File: src/rtl/iccm_dump_if.sv
// ICCM read port plus UART transmit handshake used by iccm_dump_ctrl.
// master: the dump controller; slave: the ICCM/UART side.
interface iccm_dump_if;
    logic        re_o;
    logic [11:0] addr_o;
    logic [31:0] rdata_i;
    logic        tx_dv_o;
    logic [7:0]  tx_byte_o;
    logic        tx_busy_i;
    logic        tx_done_i;

    modport master (
        output re_o, addr_o, tx_dv_o, tx_byte_o,
        input  rdata_i, tx_busy_i, tx_done_i
    );

    modport slave (
        input  re_o, addr_o, tx_dv_o, tx_byte_o,
        output rdata_i, tx_busy_i, tx_done_i
    );
endinterface

File: src/rtl/iccm_dump_ctrl.sv
// ICCM dump controller: reads len_i words from address 0 and streams each
// word MSB-first as four bytes over a UART transmit handshake.
// Optional macro ICCM_DUMP_TERM_EN appends the terminator bytes 00 00 0F FF.
module iccm_dump_ctrl (
    input  logic        clk_i,
    input  logic        rst_ni,
    input  logic        start_i,
    input  logic [11:0] len_i,
    output logic        busy_o,
    output logic        done_o,
    iccm_dump_if.master bus
);

    typedef enum logic [2:0] {
        StIdle,
        StRead,
        StLatch,
        StSend,
        StWaitTx,
        StDone
    } state_e;

    state_e      state_q, state_d;
    logic [11:0] addr_q, addr_d;
    logic [11:0] len_q, len_d;
    logic [11:0] word_cnt_q, word_cnt_d;
    logic [1:0]  byte_cnt_q, byte_cnt_d;
    logic [31:0] word_q, word_d;
`ifdef ICCM_DUMP_TERM_EN
    localparam logic [31:0] TermWord = 32'h0000_0FFF;
    // Set while the terminator word is being streamed instead of ICCM data.
    logic        term_q, term_d;
`endif

    // State and datapath registers, cleared asynchronously.
    always_ff @(posedge clk_i or negedge rst_ni) begin
        if (!rst_ni) begin
            state_q    <= StIdle;
            addr_q     <= '0;
            len_q      <= '0;
            word_cnt_q <= '0;
            byte_cnt_q <= '0;
            word_q     <= '0;
`ifdef ICCM_DUMP_TERM_EN
            term_q     <= 1'b0;
`endif
        end else begin
            state_q    <= state_d;
            addr_q     <= addr_d;
            len_q      <= len_d;
            word_cnt_q <= word_cnt_d;
            byte_cnt_q <= byte_cnt_d;
            word_q     <= word_d;
`ifdef ICCM_DUMP_TERM_EN
            term_q     <= term_d;
`endif
        end
    end

    // Next-state and datapath update logic.
    always_comb begin
        state_d    = state_q;
        addr_d     = addr_q;
        len_d      = len_q;
        word_cnt_d = word_cnt_q;
        byte_cnt_d = byte_cnt_q;
        word_d     = word_q;
`ifdef ICCM_DUMP_TERM_EN
        term_d     = term_q;
`endif
        case (state_q)
            StIdle: begin
                if (start_i) begin
                    len_d      = len_i;
                    addr_d     = '0;
                    word_cnt_d = '0;
                    byte_cnt_d = '0;
                    if (len_i != 12'd0) begin
                        state_d = StRead;
                    end else begin
`ifdef ICCM_DUMP_TERM_EN
                        word_d  = TermWord;
                        term_d  = 1'b1;
                        state_d = StSend;
`else
                        state_d = StDone;
`endif
                    end
                end
            end
            StRead:  state_d = StLatch;
            StLatch: begin
                word_d     = bus.rdata_i;
                byte_cnt_d = '0;
                state_d    = StSend;
            end
            StSend: begin
                if (!bus.tx_busy_i) state_d = StWaitTx;
            end
            StWaitTx: begin
                if (bus.tx_done_i) begin
                    if (byte_cnt_q != 2'd3) begin
                        byte_cnt_d = byte_cnt_q + 2'd1;
                        state_d    = StSend;
`ifdef ICCM_DUMP_TERM_EN
                    end else if (term_q) begin
                        term_d  = 1'b0;
                        state_d = StDone;
`endif
                    end else begin
                        addr_d     = addr_q + 12'd1;
                        word_cnt_d = word_cnt_q + 12'd1;
                        byte_cnt_d = '0;
                        if (word_cnt_d == len_q) begin
`ifdef ICCM_DUMP_TERM_EN
                            word_d  = TermWord;
                            term_d  = 1'b1;
                            state_d = StSend;
`else
                            state_d = StDone;
`endif
                        end else begin
                            state_d = StRead;
                        end
                    end
                end
            end
            StDone:  state_d = StIdle;
            default: state_d = StIdle;
        endcase
    end

    // Outputs decoded from state; the byte mux is held by the unchanged counter.
    always_comb begin
        bus.re_o    = (state_q == StRead);
        bus.addr_o  = addr_q;
        bus.tx_dv_o = (state_q == StSend) && !bus.tx_busy_i;
        case (byte_cnt_q)
            2'd0:    bus.tx_byte_o = word_q[31:24];
            2'd1:    bus.tx_byte_o = word_q[23:16];
            2'd2:    bus.tx_byte_o = word_q[15:8];
            default: bus.tx_byte_o = word_q[7:0];
        endcase
        busy_o = (state_q != StIdle);
        done_o = (state_q == StDone);
    end

endmodule

File: src/flat_wrapper.sv
// flat-port wrapper written by rule: the top's interface ports become plain ports
module iccm_dump_ctrl_flat 
  (clk_i, rst_ni, start_i, len_i, busy_o, done_o, bus_re_o, bus_addr_o, bus_tx_dv_o, bus_tx_byte_o, bus_rdata_i, bus_tx_busy_i, bus_tx_done_i);
  iccm_dump_if bus_i ();
  input  logic clk_i;
  input  logic rst_ni;
  input  logic start_i;
  input  logic [11:0] len_i;
  output logic busy_o;
  output logic done_o;
  output wire logic [$bits(bus_i.re_o)-1:0] bus_re_o;
  output wire logic [$bits(bus_i.addr_o)-1:0] bus_addr_o;
  output wire logic [$bits(bus_i.tx_dv_o)-1:0] bus_tx_dv_o;
  output wire logic [$bits(bus_i.tx_byte_o)-1:0] bus_tx_byte_o;
  input wire logic [$bits(bus_i.rdata_i)-1:0] bus_rdata_i;
  input wire logic [$bits(bus_i.tx_busy_i)-1:0] bus_tx_busy_i;
  input wire logic [$bits(bus_i.tx_done_i)-1:0] bus_tx_done_i;
  assign bus_re_o = bus_i.re_o;
  assign bus_addr_o = bus_i.addr_o;
  assign bus_tx_dv_o = bus_i.tx_dv_o;
  assign bus_tx_byte_o = bus_i.tx_byte_o;
  assign bus_i.rdata_i = bus_rdata_i;
  assign bus_i.tx_busy_i = bus_tx_busy_i;
  assign bus_i.tx_done_i = bus_tx_done_i;
  iccm_dump_ctrl u_core (.clk_i(clk_i), .rst_ni(rst_ni), .start_i(start_i), .len_i(len_i), .busy_o(busy_o), .done_o(done_o), .bus(bus_i));
endmodule
File: config.mk
export PLATFORM = sky130hd
export DESIGN_NAME = iccm_dump_ctrl_flat
export DESIGN_NICKNAME = d
export VERILOG_FILES = /design/src/rtl/iccm_dump_if.sv /design/src/rtl/iccm_dump_ctrl.sv /design/src/flat_wrapper.sv
export SDC_FILE = /design/constraint.sdc
export NUM_CORES = 1
export LEC_CHECK = 0
export ABC_AREA = 1
export BUFFER_PORTS_ARGS = -buffer_cell sky130_fd_sc_hd__buf_2
export CAP_MARGIN = 0
export CORE_AREA = 2 2 90 92
export CTS_CLUSTER_SIZE = 25
export DETAILED_ROUTE_END_ITERATION = 12
export DIE_AREA = 0 0 92 94
export GPL_TIMING_DRIVEN = 0
export PLACE_DENSITY = 0.73
export SLEW_MARGIN = 20
export SYNTH_ARGS = -nofsm -noshare
export SYNTH_HDL_FRONTEND = slang
export SYNTH_SLANG_ARGS = --single-unit
File: constraint.sdc
create_clock -name clk_i -period 1.8 [get_ports clk_i]
set_input_delay 0.27 -clock clk_i [delete_from_list [all_inputs] [get_ports clk_i]]
set_output_delay 0.27 -clock clk_i [all_outputs]
set_load 0.01 [all_outputs]
; After elaboration in Yosys (flattened, before gate mapping)
; Index checks and enable logic that the tools add are counted.
[word_totals]
word_cells = 53
in_bits = 49
reg_bits = 73
output_inout_bits = 24
[op_classes]
addsub = 3
eq_ne = 13
reduce_logical = 12
muxes = 19
[ops]
columns = cell, n
row1 = $mux W12, 5
row2 = $pmux W12 S2, 2
row3 = $add A12 B1 Y12 const B, 2
row4 = $pmux W8 S3, 1
row5 = $mux W3, 6
row6 = $pmux W3 S5, 1
row7 = $eq A12 B12 Y1, 1
row8 = $reduce_bool A12 Y1, 1
row9 = $ne A2 B2 Y1 const B, 5
row10 = $eq A3 B2 Y1 const B, 2
row11 = $eq A3 B3 Y1 const B, 2
row12 = $mux W2, 3
row13 = $pmux W2 S3, 1
row14 = $reduce_and A3 Y1, 2
row15 = $reduce_bool A3 Y1, 2
row16 = $reduce_and A4 Y1, 1
row17 = $eq A3 B1 Y1 const B, 1
row18 = $logic_not A3 Y1, 1
row19 = $add A2 B1 Y2 const B, 1
row20 = $eq A2 B1 Y1 const B, 1
row21 = $eq A2 B2 Y1 const B, 1
row22 = $logic_not A2 Y1, 1
row23 = $reduce_and A2 Y1, 1
row24 = $reduce_bool A2 Y1, 1
row25 = 2 further kinds, 2

; Depth between registers and ports, before layout
; Gate-level depths: netlist (run 1).
[logic_depth]
ltp_word = 6
ltp_mapped = 15
ltp_nobuf = 15

; Worst setup path after synthesis (run 1)
; No wires, ideal clock.
[synth_timing]
path_kind = register to register
start = register u_core.word_cnt_q[0]
end = register u_core.state_q[2]
setup_ps = 116
path_buffers = 0
slack_ps = 219
t_required_ps = 1684
arrival_ps = 1464
period_less_slack_ps = 1581
path_stages_with_launch = 13
cell_sequence = dfrtp_1 ha_1 nand2_1 nor3_1 nand2_1 nand2_1 nand3_1 nand3_1 nor2_1 nand2_1 nand2_1 nand2_1 nand2_1
[synth_via]
elab_chain_len = 6
[synth_rtl]
columns = item, line
row1 = "start, declared", iccm_dump_ctrl.sv:26  ; logic [11:0] word_cnt_q, word_cnt_d;
row2 = "start signal, assigned", iccm_dump_ctrl.sv:51  ; word_cnt_q <= word_cnt_d;
row3 = $add A12 B1 Y12, iccm_dump_ctrl.sv:112  ; word_cnt_d = word_cnt_q + 12'd1;
row4 = $eq A12 B12 Y1, iccm_dump_ctrl.sv:114  ; if (word_cnt_d == len_q) begin
row5 = $mux W3, iccm_dump_ctrl.sv:114
row6 = $mux W3, iccm_dump_ctrl.sv:102  ; if (byte_cnt_q != 2'd3) begin
row7 = $mux W3, iccm_dump_ctrl.sv:101  ; if (bus.tx_done_i) begin
row8 = $pmux W3 S5, iccm_dump_ctrl.sv:71  ; case (state_q)
row9 = "end signal, assigned", iccm_dump_ctrl.sv:38  ; state_q <= StIdle;
row10 = "end signal, assigned", iccm_dump_ctrl.sv:48  ; state_q <= state_d;
row11 = "end, declared", iccm_dump_ctrl.sv:23  ; state_e state_q, state_d;
; No other way between the ends. The select of a mux whose other input is x is not followed.
; A chain may end at the register's enable or synchronous reset.

; Worst setup path after layout (run 1)
[layout_timing]
start = register u_core.byte_cnt_q[1]
end = output bus_tx_byte_o[0]
[layout_via]
elab_chain_len = 2
elab_cells_between_ends = 4
classes_between = eq/ne (2) / mux (1) / reduce/logical (1)
[layout_rtl]
columns = item, line
row1 = "start, declared", iccm_dump_ctrl.sv:27  ; logic [1:0] byte_cnt_q, byte_cnt_d;
row2 = "start signal, assigned", iccm_dump_ctrl.sv:52  ; byte_cnt_q <= byte_cnt_d;
row3 = "$eq A2 B2 Y1, or another cell as far along", iccm_dump_ctrl.sv:138  ; case (byte_cnt_q)
row4 = $pmux W8 S3 (*), iccm_dump_ctrl.sv:138
row5 = "end, declared", flat_wrapper.sv:14  ; output wire logic [$bits(bus_i.tx_byte_o)-1:0] bus_tx_byte_o;
; Every way passes the cells marked *; elsewhere a longest branch is shown, timed or not.

==> results of run 1 <==
## repair_timing
item	4_1_cts	5_1_grt
endpoints found under the hold margin	36	0
setup endpoints to repair	18	46
hold buffers	1	0
pin swaps	5	15
setup buffers	4	5
gates resized for setup	30	32
cloned	2	0
## layer usage
| layer | GRT usage, % | wire, um | up-vias |
|---|---|---|---|
| li1 | - | - | 1822 |
| met1 | 32.0 | 4460 | 1773 |
| met2 | 42.2 | 5060 | 110 |
| met3 | 4.33 | 417 | 21 |
| met4 | 9.83 | 267 | 0 |
| met5 | 0 | 0 | - |
## area by class of cell
type / instances / area (um^2) / area share [%]
inverters: 56 / 230 / 4.68
plain buffers: 11 / 75.1 / 1.53
flip-flops and latches: 73 / 1830 / 37.2
clock inverters: 7 / 78.8 / 1.60
well taps: 102 / 128 / 2.60
multi-input cells: 366 / 1950 / 39.7
repair inverters: 1 / 11.3 / 0.229
clock buffers: 9 / 124 / 2.52
repair buffers: 84 / 488 / 9.93
## metrics by stage
stage                     instances  util (%)  hold slack (ns)  area (um^2)
final                           709      64.6            0.107         4910
after global routing            709      64.6            0.106         4910
after CTS                       704      62.3           0.0945         4740
after detailed placement        684      57.2            0.261         4350
after global placement          683      56.9            0.454         4330
after floorplan                 509         -          -0.0256         3840
## Yosys cell counts, drive strengths merged, types with 3 or more instances
| library cell | count |
|---|---|
| a31oi | 8 |
| nor2 | 32 |
| nand3 | 31 |
| inv | 53 |
| ha | 6 |
| nand4 | 7 |
| xor2 | 5 |
| nand2 | 202 |
| o31ai | 4 |
| dfrtp | 73 |
| clkbuf | 8 |
| a21oi | 14 |
| buf | 6 |
| o21ai | 27 |
| o22ai | 7 |
| clkinv | 3 |
| nor3 | 13 |
| nor4 | 6 |
## sequential cells by signal, summed over array words and instances (netlist names)
| name | count |
|---|---|
| u_core.len_q | 12 |
| u_core.word_q | 32 |
| u_core.word_cnt_q | 12 |
| u_core.state_q | 3 |
| u_core.bus.addr_o | 12 |
| u_core.byte_cnt_q | 2 |
## cells by family after synthesis
family	after synthesis	synth area share, %
adder cells (fa/ha/maj)	6	1.95
XOR/XNOR	6	1.37
flip-flops	73	47.5
AO/OA/AOI/OAI	63	9.90
buffers and inverters	70	7.20
AND/OR/NAND/NOR	291	32.0
## power breakdown
group	internal, uW	leakage [uW]	switching, uW
Clock	649	0.0000921	679
Sequential	2180	0.000939	359
Combinational	1010	0.00137	1710
## final timing paths
kind / start / to / slack (ns) / cells after the start
worst max-delay path: u_core.byte_cnt_q[1] / bus_tx_byte_o[0] / -0.09 / 6
worst min-delay path: bus_rdata_i[11] / u_core.word_q[11] / 0.11 / 3
worst max register to register: u_core.word_cnt_q[0] / u_core.state_q[2] / 0.03 / 13
max in group asynchronous: rst_ni / u_core.byte_cnt_q[1] / 0.80 / 3
worst min register to register: u_core.word_q[27] / u_core.word_q[27] / 0.48 / 2
min in group asynchronous: rst_ni / u_core.word_cnt_q[5] / 0.41 / 2
## critical path, delay by kind of cell (launching register included)
family	cells	cell delay (ns)
adders and majority gates	1	0.21
DFF	1	0.47
and+or+nand+nor	1	0.05
buffers and inverters	3	0.37
AOI/OAI and AO/OA	1	0.17
==> reports/results.ini, run 1 <==
[synth]
synth_edf_count=0
synth_top_area_cell=dfrtp_1
synth.avg_cell_area_um2=7.55
ys_ff_latch=73
synthCells=509
synth.net_count=564
synth_top_area_share_pct=47.5
synth_area_mm2=0.00384
synth_seq_area_share_pct=47.5
synth_cell_type_count=35
ys_warn_count=0
synth_area_leaders=dfrtp_1 (48%), nand2_1 (19%), inv_1 (4.6%)
async_flop_share_pct=100
synth_top_flop_cell=dfrtp_1

[timing]
fin_ws_ns=-0.0949
finalMaxSlewViolations=0
setup_viol=8
hold_viol=0
tns_ns=-0.544
skew_ns=0.00810
min_period_ns=1.89
rsz0062_at_grt=true
worst_pin_slew_ns=0.536
slew_headroom_pct=64.0
fmax_ghz=0.528
period_share_pct=105

[cells_and_area]
fillers=668
area_growth_pct=27.9
layout_common_cells=nand2_1 (192), buf_2 (72), dfrtp_1 (70)
nNetsFinal=657
final_common_cell=nand2_1
antennaDiodeCount=0
drive_above_1_share_pct=26.9

[hold_path]
hp-class=input pin to flip-flop

[clock_tree]
tritoncts=yes
cts.sinks=73
clock_path_buffers=2
root_buffer=clkbuf_8
path_clk_slew_ns=0.09
cts_buffers=9
htree_levels=3
clk_latency_ns=0.35

[worst_setup_path]
crit_chain=ha_4 > buf_12 > clkinv_8 > nor2_1 > a31oi_1 > buf_2
crit_fanout=6
crit_path_end_kind=output pin
arrival_ns=1.62
cp-start-kind=flip-flop
crit_required_ns=1.53
cpPeakStageDelay_ns=0.47
crit_slowest_cell=dfrtp_2
critPathKind=flip-flop to output pin

[global_routing]
grt_max_degree=38
antenna_found_initial=0
grt_pass1_wl_mm=16.9
grt_pass1_vias=3647
grtUsageTotal_pct=24.9
overflow=0

[route]
ant_nets=0
viasPerCell=5.26
num_vias=3726
drtIter0Drc=209
drtPass1Iterations=5
wl_per_cell_um=14.4
wirelength_mm=10.2
drc=0

[power]
power_leakage_uw=0.00240
total_power_uw=6580
vdd_drop_max_mv=0.742
power.density_mw_per_mm2=1340

[die]
initial_core_util_pct=50.5
die_h_um=94
dieArea_mm2=0.00865
core_area_mm2=0.00761
placementRows=32
pin_count=73
die_w_um=92

[placement]
portBuffers=72
dp_hpwl_mm=7.16
globalplace.congestion=0.859
pre_cts_ws_ns=-0.183

[status]
violations=setup timing
status=complete, but fails checks

[job]
maxCapViolations=0

(Power assumes the default switching activity.)
==> run 2, diff against run 1 <==
ABC_AREA = not set   (was 1)
==> reports/results.ini, run 2 <==
[route]
num_vias=3257  ; -13%
drtIter0Drc=234  ; +12%
drc=0  ; unchanged
drtPass1Iterations=8  ; +3
viasPerCell=5.64  ; +7.4%
ant_nets=0  ; unchanged
wirelength_mm=9.71  ; -4.9%
wl_per_cell_um=16.8  ; +17%

[clock_tree]
root_buffer=clkbuf_8
tritoncts=yes
cts_buffers=9  ; unchanged
clk_latency_ns=0.36  ; about the same
path_clk_slew_ns=0.09  ; about the same
clock_path_buffers=2  ; unchanged
htree_levels=3  ; unchanged
cts.sinks=73  ; unchanged

[power]
vdd_drop_max_mv=0.904  ; +22%
power_frac_clock_pct=22.9  ; +2.7 points
switching_power_uw=2380  ; -14%
power.density_mw_per_mm2=1380  ; +3.2%
combPwrFrac_pct=39.5  ; -1.8 points
intPower_uw=4540  ; +18%
sw_frac_of_total_pct=34.4  ; -7.4 points
power_leakage_uw=0.00220  ; -8.2%
p_seq_share_pct=37.6  ; -0.9 points

[hold_path]
min_to=u_core.word_q[4]
hp-class=input pin to flip-flop
worstHoldStart=bus_rdata_i[4]
whs_path_depth=3  ; unchanged

[worst_setup_path]
r2r_start=u_core.word_cnt_q[0]
r2r_end=u_core.state_q[2]
cp-start-kind=flip-flop
arrival_ns=2.37  ; +0.75 ns
cpPeakStageDelay_ns=0.43  ; -0.04 ns
crit_chain=buf_4 > nand3_2 > nor2_2 > nand3_1 > a311o_1 > a2111oi_2 > a31o_1
r2r_cells=7  ; -6
crit_path_end_kind=flip-flop
crit_slowest_cell=dfrtp_2
crit_fanout=6  ; unchanged
crit_required_ns=2.09  ; +0.56 ns
r2r_slack_ns=-0.28  ; -0.31 ns
critPathKind=flip-flop to flip-flop

[synth]
synth_seq_area_share_pct=48.0  ; +0.42 points
synth_area_leaders=dfrtp_1 (48%), mux2_2 (11%), o21ai_0 (5.1%)
synth_edf_count=0  ; unchanged
synth_cell_type_count=53  ; +51%
synth_top_area_cell=dfrtp_1
ys_warn_count=0  ; unchanged
synthCells=369  ; -28%
synth_top_area_share_pct=48.0  ; +0.42 points
synth_top_flop_cell=dfrtp_1
synth_area_mm2=0.00381  ; -0.88%
ys_ff_latch=73  ; unchanged
async_flop_share_pct=100  ; unchanged
synth.avg_cell_area_um2=10.3  ; +37%
synth.net_count=424  ; -25%
yosys-top-cells-count=dfrtp_1 (73), o21ai_0 (39), mux2_2 (36)
synth_most_common_cell=dfrtp_1

[placement]
place_inst=544  ; -20%
dp_hpwl_mm=6.66  ; -7.0%
globalplace.congestion=0.832  ; -3.1%
pre_cts_ws_ns=-0.474  ; -0.291 ns
placed_area_mm2=0.00436  ; about the same
portBuffers=72  ; unchanged

[timing]
min_period_ns=2.08  ; +0.188 ns
slew_headroom_pct=68.1  ; +4.1 points
fmax_ghz=0.480  ; -9.0%
hold_viol=0  ; unchanged
rsz0062_at_grt=true
period_share_pct=116  ; +10 points
fin_ws_ns=-0.283  ; -0.188 ns
setup_viol=18  ; +10
skew_ns=0.00976  ; +0.00166 ns
finalMaxSlewViolations=0  ; unchanged
worst_pin_slew_ns=0.478  ; -0.0573 ns

[global_routing]
grtUsageTotal_pct=22.6  ; -2.3 points
grt_pass1_vias=3211  ; -12%
overflow=0  ; unchanged
antenna_found_initial=0  ; unchanged
grt_max_degree=41  ; +7.9%
grt_pass1_wl_mm=15.4  ; -8.7%

[die]
initial_core_util_pct=50.1  ; -0.44 points
pin_count=73  ; unchanged
die_w_um=92  ; unchanged
dieArea_mm2=0.00865  ; unchanged
die_h_um=94  ; unchanged
placementRows=32  ; unchanged
core_area_mm2=0.00761  ; unchanged

[cells_and_area]
regMostFlops=u_core.word_q
largest_reg_flops=32  ; unchanged
final_common_cell=buf_2
multi_input_area_mm2=0.00202  ; +3.7%
area_growth_pct=31.3
fillers=590  ; -12%
regArea_mm2=0.00183  ; about the same
stdcell_area_mm2=0.00500  ; +1.8%
antennaDiodeCount=0  ; unchanged
stdcell_count=577  ; -19%
nNetsFinal=525  ; -20%
drive_above_1_share_pct=44.0  ; +17 points
layout_common_cells=buf_2 (74), dfrtp_1 (69), mux2_2 (36)

[job]
maxCapViolations=0  ; unchanged

[status]
status=complete, but fails checks
violations=setup timing

run 2: changes by cell type after synthesis, moves of 7 or more:
cell / change
nand3_1: -22
mux2i_1: +8
o21ai_0: +18
nand2_1: -164
mux2_2: +36
a222oi_1: +8
o22ai_1: -7
inv_1: -32
clkbuf_1: +7
nor2_1: -7
run 2: power by group through the flow:
stage	Combinational [uW]	Sequential (uW)	Clock (uW)
2_1_floorplan	1820	2480	0
3_3_place_gp	2360	2570	0
3_5_place_dp	2440	2600	0
4_1_cts	2580	2590	1600
5_1_grt	3000	2660	1690
6_report	2730	2600	1580
run 2: kinds of logic after synthesis:
kind of cell    share of synthesized area [%]
compound gates                           13.9
xor+xnor                                 4.57
fa+ha+maj                                1.97
buf+inv                                  4.37
flops                                    48.0
mux                                      12.7
simple gates                             14.5
run 2: how the worst max path moves through the flow:
| stage | startpoint | end | slack, ns | cells past startpoint |
|---|---|---|---|---|
| after global routing | u_core.word_cnt_q[1] | u_core.state_q[2] | -0.38 | 7 |
| after detailed placement | u_core.word_cnt_q[1] | u_core.state_q[2] | -0.47 | 8 |
| after floorplan | u_core.word_cnt_q[1] | u_core.state_q[2] | -0.07 | 7 |
| after CTS | u_core.byte_cnt_q[0] | u_core.state_q[2] | -0.28 | 7 |
| final | u_core.word_cnt_q[0] | u_core.state_q[2] | -0.28 | 7 |
| after global placement | u_core.word_cnt_q[1] | u_core.state_q[2] | -0.42 | 8 |
run 2: routing by layer:
| metal | vias to the layer above | track usage (%) | part of all wire, % |
|---|---|---|---|
| met5 | - | 0 | 0 |
| met4 | 0 | 8.21 | 2.8 |
| met3 | 26 | 5.06 | 3.9 |
| met2 | 93 | 37.2 | 49 |
| met1 | 1611 | 29.5 | 44 |
| li1 | 1527 | - | - |
run 2: what timing repair did:
action | in CTS | in global routing
endpoints found under the setup margin | 63 | 65
hold buffers | 1 | 0
cloned | 0 | 3
buffers inserted | 7 | 11
pin swaps | 12 | 17
resized for setup | 23 | 55
endpoints found under the hold margin | 33 | 0
run 2: final cells by class:
type                       count  share of cell area (%)
tap                          102                    2.55
clock buffer                  10                    2.55
multi-input combinational    259                    40.4
clock inverter                 6                    2.30
inverter                      15                    1.13
buffer                        17                    2.70
sequential                    73                    36.6
timing repair buffer          95                    11.8
run 2: through the flow:
stage | total power [uW] | utilization (%) | hold WS (ns) | setup TNS [ns]
floorplan | 4300 | - | -0.0256 | -0.0930
global route | 7350 | 65.8 | 0.109 | -4.20
detailed placement | 5040 | 57.3 | 0.253 | -8.09
global placement | 4930 | 57.0 | 0.476 | -6.41
CTS | 6760 | 62.0 | 0.111 | -2.93
finish | 6910 | 65.8 | 0.123 | -2.57
run 2: worst max-delay path, delay by kind of cell, from the launching register on:
kind	cells	cell delay, ns
buffers and inverters	1	0.13
and+or+nand+nor	3	0.52
DFF	1	0.43
AOI/OAI and AO/OA	3	0.94
==> run 3, diff against run 2 <==
clock period = 2.7 ns   (was 1.8 ns; I/O delays follow)
==> reports/results.ini, run 3 (same netlist as run 2, synthesis figures left out) <==
[worst_setup_path]
critPathKind=flip-flop to output pin
crit_required_ns=2.30  ; +0.21 ns
crit_path_end_kind=output pin
arrival_ns=2.01  ; -0.36 ns
cp-start-kind=flip-flop
crit_fanout=8  ; +2

[route]
wirelength_mm=8.65  ; -11%
top_layer_used=met4
wl_per_cell_um=15.4  ; -8.4%
drc=0  ; unchanged
met2_length_mm=4.21  ; -12%
ant_nets=0  ; unchanged
dr_wl_met3_um=422  ; +12%
drtPass1Iterations=5  ; -3
drtIter0Drc=190  ; -19%
met1Wirelength_mm=3.84  ; -10%
num_vias=3107  ; -4.6%
viasPerCell=5.54  ; -1.9%

[timing]
fmax_ghz=0.414
period_share_pct=89.5
slew_headroom_pct=59.9  ; -8.2 points
fin_ws_ns=0.284  ; +0.567 ns
finalMaxSlewViolations=0  ; unchanged
setup_viol=0  ; -18
worst_pin_slew_ns=0.602  ; +0.123 ns
tns_ns=0  ; +2.57 ns
skew_ns=0.0106  ; +0.000802 ns
min_period_ns=2.42
hold_viol=0  ; unchanged
rsz0062_at_grt=false

[placement]
globalplace.congestion=0.863  ; +3.8%
portBuffers=72  ; unchanged
pre_cts_ws_ns=0.439  ; +0.913 ns
dp_hpwl_mm=6.40  ; -3.9%

[die]
core_area_mm2=0.00761  ; unchanged
pin_count=73  ; unchanged
die_w_um=92  ; unchanged
initial_core_util_pct=50.1  ; unchanged
dieArea_mm2=0.00865  ; unchanged
die_h_um=94  ; unchanged
placementRows=32  ; unchanged

[global_routing]
grtUsageTotal_pct=21.4  ; -1.2 points
overflow=0  ; unchanged
grt_max_degree=50  ; +22%
grt_pass1_vias=3051  ; -5.0%
grt_pass1_wl_mm=14.5  ; -5.7%
antenna_found_initial=0  ; unchanged

[cells_and_area]
nNetsFinal=509  ; -3.0%
antennaDiodeCount=0  ; unchanged
layout_common_cells=buf_2 (74), dfrtp_1 (73), o21ai_0 (39)
regMostFlops=u_core.word_q
largest_reg_flops=32  ; unchanged
final_common_cell=buf_2
area_growth_pct=19.8
drive_above_1_share_pct=31.8  ; -12 points

[clock_tree]
clk_latency_ns=0.36  ; about the same
ctsResizeCount=0  ; -100%
tritoncts=yes
cts_buffers=9  ; unchanged
path_clk_slew_ns=0.09  ; about the same
postCtsHoldBufs=1  ; unchanged
postCtsSetupBuffers=0  ; -7
htree_levels=3  ; unchanged
cts.sinks=73  ; unchanged
root_buffer=clkbuf_8
clock_path_buffers=2  ; unchanged

[status]
status=finished clean

[power]
power_leakage_uw=0.00203  ; -7.7%
power.density_mw_per_mm2=947  ; -31%
vdd_drop_max_mv=0.549  ; -39%
total_power_uw=4320  ; -37%

[hold_path]
hp-class=input pin to flip-flop

[job]
maxCapViolations=0  ; unchanged

## run 3: cell count changes in the layout (fill, tap and decap cells not counted), sizes merged
cell / delta
bufinv: -1
buf: -22
clkbuf: +5
clkinv: +1
clkinvlp: +1
## run 3: worst paths after layout
kind                                      startpoint              endpoint  slack, ns  depth (start not counted)
max in group asynchronous                     rst_ni     u_core.word_q[31]       1.66                          3
worst max-delay path            u_core.byte_cnt_q[0]      bus_tx_byte_o[5]       0.28                          6
min in group asynchronous                     rst_ni  u_core.word_cnt_q[3]       0.49                          2
worst min register to register     u_core.word_q[15]     u_core.word_q[15]       0.51                          1
worst max register to register  u_core.word_cnt_q[0]     u_core.state_q[2]       0.42                          8
worst min-delay path                  bus_rdata_i[3]      u_core.word_q[3]       0.25                          3
## run 3: metrics by stage
step	util [%]	cell area, um^2	std cells	hold slack (ns)
after floorplan	-	3810	369	0.109
after global placement	56.5	4300	543	0.485
after detailed placement	56.9	4330	544	0.340
after CTS	60.0	4560	561	0.239
after global routing	60.0	4560	561	0.244
final	60.0	4560	561	0.250
## run 3: report_power, final
| group | internal [uW] | leakage (uW) | switching, uW |
|---|---|---|---|
| combinational | 803 | 0.000999 | 815 |
| sequential | 1470 | 0.000923 | 249 |
| clock | 529 | 0.000108 | 462 |
## run 3: per-layer routing
metal  up-vias  global-route usage (%)
met1      1504                    28.4
met2        84                    34.5
met5         -                       0
li1       1500                       -
met4         0                    9.58
met3        19                    3.93
## run 3: layout make-up
| cell class | count | area, um^2 |
|---|---|---|
| Tap cell | 102 | 128 |
| Sequential cell | 73 | 1830 |
| Inverter | 15 | 56.3 |
| Timing Repair Buffer | 74 | 400 |
| Buffer | 22 | 110 |
| Clock inverter | 7 | 104 |
| Clock buffer | 9 | 124 |
| Fill cell | 648 | 3040 |
| Multi-Input combinational cell | 259 | 1820 |
## run 3: critical path, stage by stage (launching register included)
cell      delay (ns)
dfrtp_1         0.41
inv_1           0.10
ha_1            0.21
clkbuf_1        0.21
a222oi_1        0.43
mux2i_1         0.14
buf_2           0.16
